[src/rtl/controle_jogo.sv]
// Game-level sequencer: owns the attract/serve/play/pause/lost/game-over flow,
// the shared ship/ball control lines, the movement tick and the lives/score counters.
module controle_jogo #(
    parameter int TICK_DIV       = 416667,
    parameter int LOST_CYCLES    = 50000000,
    parameter int VIDAS_INICIAIS = 3
) (
    input  logic        CLOCK_50,
    input  logic        reset,
    input  logic [3:0]  keysout,
    input  logic        bola_perdida,
    input  logic        bloco_destruido,
    output logic        pausa,
    output logic        reiniciarJogo,
    output logic        iniciarBola,
    output logic        game_tick,
    output logic [2:0]  vidas,
    output logic [15:0] pontos,
    output logic [2:0]  estado
);

    typedef enum logic [2:0] {
        IDLE      = 3'd0,
        SERVE     = 3'd1,
        PLAY      = 3'd2,
        PAUSE     = 3'd3,
        LOST      = 3'd4,
        GAME_OVER = 3'd5
    } state_t;

    localparam int TICK_W = (TICK_DIV > 1) ? $clog2(TICK_DIV) : 1;
    localparam int LOST_W = (LOST_CYCLES > 1) ? $clog2(LOST_CYCLES) : 1;
    localparam logic [TICK_W-1:0] TICK_LAST  = TICK_W'(TICK_DIV - 1);
    localparam logic [LOST_W-1:0] LOST_LAST  = LOST_W'(LOST_CYCLES - 1);
    localparam logic [2:0]        VIDAS_INIT = 3'(VIDAS_INICIAIS);

    state_t state, next_state;
    state_t ret_state, next_ret;

    logic [1:0] key_q1, key_q2, key_armed;
    logic       start_ev, pause_ev;
    logic       unused_keys;

    logic              next_pausa, next_rein, next_bola, clear_tick;
    logic [2:0]        next_vidas;
    logic [15:0]       next_pontos;
    logic [LOST_W-1:0] lost_cnt, next_lost;
    logic [TICK_W-1:0] tick_cnt;

    assign unused_keys = ^keysout[1:0];

    // A key only counts once it has been seen released since reset, so a key
    // held through reset release does not fire a spurious event.
    always_ff @(posedge CLOCK_50) begin
        if (reset) begin
            key_q1    <= 2'b00;
            key_q2    <= 2'b00;
            key_armed <= 2'b00;
        end else begin
            key_q1    <= keysout[3:2];
            key_q2    <= key_q1;
            key_armed <= key_armed | ~keysout[3:2];
        end
    end

    assign start_ev = key_q1[0] & ~key_q2[0] & key_armed[0];
    assign pause_ev = key_q1[1] & ~key_q2[1] & key_armed[1];

    always_ff @(posedge CLOCK_50) begin
        if (reset) begin
            state         <= IDLE;
            ret_state     <= IDLE;
            pausa         <= 1'b1;
            reiniciarJogo <= 1'b0;
            iniciarBola   <= 1'b0;
            vidas         <= VIDAS_INIT;
            pontos        <= 16'd0;
            lost_cnt      <= '0;
        end else begin
            state         <= next_state;
            ret_state     <= next_ret;
            pausa         <= next_pausa;
            reiniciarJogo <= next_rein;
            iniciarBola   <= next_bola;
            vidas         <= next_vidas;
            pontos        <= next_pontos;
            lost_cnt      <= next_lost;
        end
    end

    always_comb begin
        next_state  = state;
        next_ret    = ret_state;
        next_rein   = 1'b0;
        next_bola   = iniciarBola;
        next_vidas  = vidas;
        next_pontos = pontos;
        next_lost   = lost_cnt;
        clear_tick  = 1'b0;

        case (state)
            IDLE, GAME_OVER: begin
                if (start_ev) begin
                    next_state  = SERVE;
                    next_rein   = 1'b1;
                    next_bola   = 1'b0;
                    next_vidas  = VIDAS_INIT;
                    next_pontos = 16'd0;
                    clear_tick  = 1'b1;
                end
            end
            SERVE: begin
                if (pause_ev) begin
                    next_state = PAUSE;
                    next_ret   = SERVE;
                end else if (start_ev) begin
                    next_state = PLAY;
                    next_bola  = 1'b1;
                end
            end
            PLAY: begin
                // A brick hit in the same cycle as a lost ball still scores.
                if (bloco_destruido) begin
                    next_pontos = pontos + 16'd1;
                end
                if (bola_perdida) begin
                    next_state = LOST;
                    next_bola  = 1'b0;
                    next_vidas = (vidas == 3'd0) ? 3'd0 : vidas - 3'd1;
                    next_lost  = '0;
                end else if (pause_ev) begin
                    next_state = PAUSE;
                    next_ret   = PLAY;
                end
            end
            PAUSE: begin
                if (pause_ev) begin
                    next_state = ret_state;
                end
            end
            LOST: begin
                if (lost_cnt == LOST_LAST) begin
                    next_state = (vidas == 3'd0) ? GAME_OVER : SERVE;
                end else begin
                    next_lost = lost_cnt + LOST_W'(1);
                end
            end
            default: begin
                next_state = IDLE;
            end
        endcase

        next_pausa = (next_state == IDLE) || (next_state == PAUSE) ||
                     (next_state == LOST) || (next_state == GAME_OVER);
    end

    // Divider advances on unpaused cycles only and keeps its phase across a pause.
    always_ff @(posedge CLOCK_50) begin
        if (reset) begin
            tick_cnt  <= '0;
            game_tick <= 1'b0;
        end else if (clear_tick) begin
            tick_cnt  <= '0;
            game_tick <= 1'b0;
        end else if (!pausa) begin
            if (tick_cnt == TICK_LAST) begin
                tick_cnt  <= '0;
                game_tick <= 1'b1;
            end else begin
                tick_cnt  <= tick_cnt + TICK_W'(1);
                game_tick <= 1'b0;
            end
        end else begin
            game_tick <= 1'b0;
        end
    end

    assign estado = state;

endmodule

[config.mk]
export PLATFORM = sky130hd
export DESIGN_NAME = controle_jogo
export DESIGN_NICKNAME = d
export VERILOG_FILES = /design/src/rtl/controle_jogo.sv
export SDC_FILE = /design/constraint.sdc
export NUM_CORES = 1
export LEC_CHECK = 0
export CORE_ASPECT_RATIO = 0.9
export CORE_MARGIN = 3
export CORE_UTILIZATION = 51
export CTS_CLUSTER_DIAMETER = 60
export DETAILED_ROUTE_END_ITERATION = 12
export GPL_TIMING_DRIVEN = 0
export PLACE_DENSITY = 0.75
export SYNTH_ARGS = -nofsm -noshare
export SYNTH_HDL_FRONTEND = slang
export SYNTH_SLANG_ARGS = --single-unit
[constraint.sdc]
create_clock -name CLOCK_50 -period 1.6 [get_ports CLOCK_50]
set_input_delay 0.32 -clock CLOCK_50 [delete_from_list [all_inputs] [get_ports CLOCK_50]]
set_output_delay 0.32 -clock CLOCK_50 [all_outputs]
set_load 0.02 [all_outputs]
==> impl_metrics.json <==
{
  "clkLatencyLatePin_ns": 0.35,
  "htree_levels": 3,
  "syn_area_per_cell_um2": 8.72,
  "crit_chain": "nand3b_4 -> a21o_4 -> buf_12 -> a211oi_4 -> buf_4 -> nand2_1 -> xor2_1 -> nor2_1",
  "peakVddDrop_mv": 0.640,
  "synth_seq_area_share": 0.434,
  "cts_tree": "yes",
  "diodes": 0,
  "gp_congestion": 0.842,
  "grt_max_degree": 14,
  "critPathMaxFanout": 10,
  "leakage_nw": 1.87,
  "netlist_top_cells_area": "dfxtp_1 43%, xor2_1 10%, nor2_1 7.4%",
  "grt_pass1_wl_mm": 14.6,
  "area_growth_pct": 33.5,
  "synth_cells": 418,
  "hold_ws_ns": 0.455,
  "cts_buffers": 9,
  "core_um2": 6760,
  "nets": 503,
  "wirelength_mm": 8.93,
  "switching_share": 0.250,
  "drt_first_pass_iters": 4,
  "final-hold-violation-count": 0,
  "port_buffers": 31,
  "ant_nets": 0,
  "ys.flop_type": "dfxtp_1",
  "grt_antenna_before_repair": 0,
  "n_fill_cell": 497,
  "critPathCaptureType": "flip-flop",
  "cellPowerDensity_nw_per_um2": 756,
  "drt_iter0_drc": 124,
  "critical_path_arrival_ns": 2.00,
  "die_height_um": 86.2,
  "multi_input_area_um2": 2310,
  "async_flop_share": 0,
  "grt_pass1_vias": 3091,
  "internal-power_mw": 2.76,
  "via_per_inst": 5.45,
  "worstSetupPathType": "flip-flop to flip-flop",
  "io_pins": 34,
  "cts.reportedPaths.clkPinSlew_ns": 0.08,
  "syn_area_um2": 3650,
  "seqCellArea_um2": 1620,
  "synth_seq_cells": 79,
  "drive_gt1_frac": 0.276,
  "final_util": 0.720,
  "initial_utilization": 0.539,
  "yosysTopAreaCellShare": 0.434,
  "dieArea_um2": 8200,
  "fp.dieW_um": 95.1,
  "p_sw_mw": 0.918,
  "rows": 28,
  "status": "finished with violations",
  "max-cap-violations": 0,
  "grt_use_total": 0.225,
  "cp_data_required_time_ns": 1.84,
  "clock_path_buffers": 2,
  "layout_setup_ws_ns": -0.162,
  "rsz0062_at_grt": "yes",
  "finalCriticalPeriod_ns": 1.76,
  "synth-edff-count": 0,
  "hp-class": "flip-flop to flip-flop",
  "failed_checks": "negative setup slack",
  "seq_power_share": 0.547,
  "finalCritPeriodShare": 1.10,
  "vias": 3196,
  "wl_per_cell_um": 15.2,
  "synth_largest_area_cell": "dfxtp_1",
  "post-dp-hpwl_mm": 5.38,
  "cts_sinks": 79,
  "max_slew_margin": 0.679,
  "worst_pin_slew_ns": 0.482,
  "drc": 0,
  "fin_skew_ns": 0.0101,
  "syn_nets": 430,
  "synth_cell_types": 50,
  "setup-violations-final": 28,
  "p_comb_frac": 0.077,
  "finalMaxSlewViolations": 0,
  "power_frac_clock": 0.376,
  "overflow": 0,
  "cts_root_buf": "clkbuf_8",
  "worst_path_largest_cell_delay_ns": 0.40,
  "cpMaxStageDelayCell": "dfxtp_4",
  "cp-start-kind": "flip-flop",
  "clock.fmax_mhz": 568,
  "ys.warnings.count": 0,
  "fin_total_pwr_mw": 3.68
}
## cell type report
cell class / instances / area share
Clock inverter: 5 / 0.00643
Tap cell: 90 / 0.0231
Inverter: 5 / 0.00386
Timing Repair Buffer: 65 / 0.116
Multi-Input combinational cell: 322 / 0.474
Clock buffer: 11 / 0.0314
Buffer: 9 / 0.0121
Sequential cell: 79 / 0.334
## layout by cell type (no fill, tap or decap), types with 4 or more instances in the layout
cell type and n:
inv_1 5, nand3_1 16, xor2_1 41, and4_1 6, a21oi_1 14, clkdlybuf4s50_1 4, a211oi_4 4, dfxtp_1 56
nor2_1 69, xnor2_1 8, nand4_1 19, buf_4 30, o21ai_1 4, a21oi_2 4, or3_1 5, nand3_2 9
o21ai_0 6, and3_1 7, nor3_1 4, nor2b_1 9, clkbuf_8 9, dfxtp_2 18, nand2_1 30, dlygate4sd2_1 27
buf_6 6, dfxtp_4 5
## Yosys cell counts (2+ instances only)
cell and number:
nor2_1 72, nand4_1 19, nand2b_1 3, and3_1 10
nor4bb_1 2, a31oi_2 2, and3b_1 2, and2_1 5
nand2_1 32, and4_1 9, dfxtp_1 79, mux2i_1 3
o21ai_0 10, clkbuf_1 7, xor2_1 42, buf_2 2
nand3_1 26, nor3_1 6, nor4_1 3, a21oi_1 18
buf_1 2, a21o_1 2, nor2b_1 12, a211oi_2 4
or3_1 6, xnor2_1 9, ha_1 4, inv_1 5
## logic make-up (layout without fill, tap and decap cells)
kind of cell,Yosys count,after routing,share of synthesized area
xor gates and xnor gates,51,51,0.123
and+or+nand+nor,217,217,0.313
muxes,3,3,0.00824
AOI/OAI and AO/OA,47,47,0.0896
adders and majority gates,4,4,0.0137
DFF,79,79,0.434
buffers and inverters,17,95,0.0192
## sequential cells by signal, summed over array words and instances, names as in the netlist
signal	cells
ret_state	2
vidas	3
key_q2	2
pausa	1
game_tick	1
pontos	16
estado	3
lost_cnt	26
reiniciarJogo	1
key_q1	2
tick_cnt	19
iniciarBola	1
key_armed	2
## path summary, 6_finish.rpt
kind	to	slack, ns	cells after the start	from
max	lost_cnt[22]	-0.16	8	estado[2]
min	ret_state[1]	0.45	2	ret_state[1]
max reg2reg	lost_cnt[22]	-0.16	8	estado[2]
min reg2reg	ret_state[1]	0.45	2	ret_state[1]
## power groups by stage
stage / logic [mW] / clock network, mW / registers (mW)
CTS: 0.254 / 1.41 / 2.01
detailed placement: 0.205 / 0 / 2.06
global placement: 0.203 / 0 / 2.06
global route: 0.307 / 1.51 / 2.01
floorplan: 0.132 / 0 / 2.06
finish: 0.283 / 1.38 / 2.01
## critical path: cells and delay by family, from the launching register on
| family | cells | cell delay [ns] |
|---|---|---|
| XOR/XNOR | 1 | 0.15 |
| AO/OA/AOI/OAI | 2 | 0.48 |
| AND/OR/NAND/NOR | 3 | 0.31 |
| flip-flops | 1 | 0.40 |
| buffers and inverters | 2 | 0.32 |
## through the flow
step / setup slack [ns] / setup TNS, ns / std cells / cell area (µm²)
floorplan: -0.0440 / -0.0440 / 418 / 3690
global placement: -0.688 / -31.19 / 539 / 4110
detailed placement: -0.730 / -32.38 / 539 / 4110
CTS: -0.139 / -1.81 / 578 / 4700
global route: -0.240 / -5.34 / 586 / 4870
finish: -0.162 / -2.13 / 586 / 4870
## per-layer routing
metal	track usage	up-vias	share of wire
li1	-	1605	-
met1	0.298	1517	0.46
met2	0.358	56	0.48
met3	0.0521	18	0.037
met4	0.0839	0	0.021
met5	0	-	0
## timing repair
item	4_1_cts	5_1_grt
endpoints found under the hold margin	0	0
endpoints found under the setup margin	88	73
pin swaps	39	22
gates resized for setup	96	32
hold buffers	0	0
buffers inserted	26	8
Power figures use the tool's default switching activity.
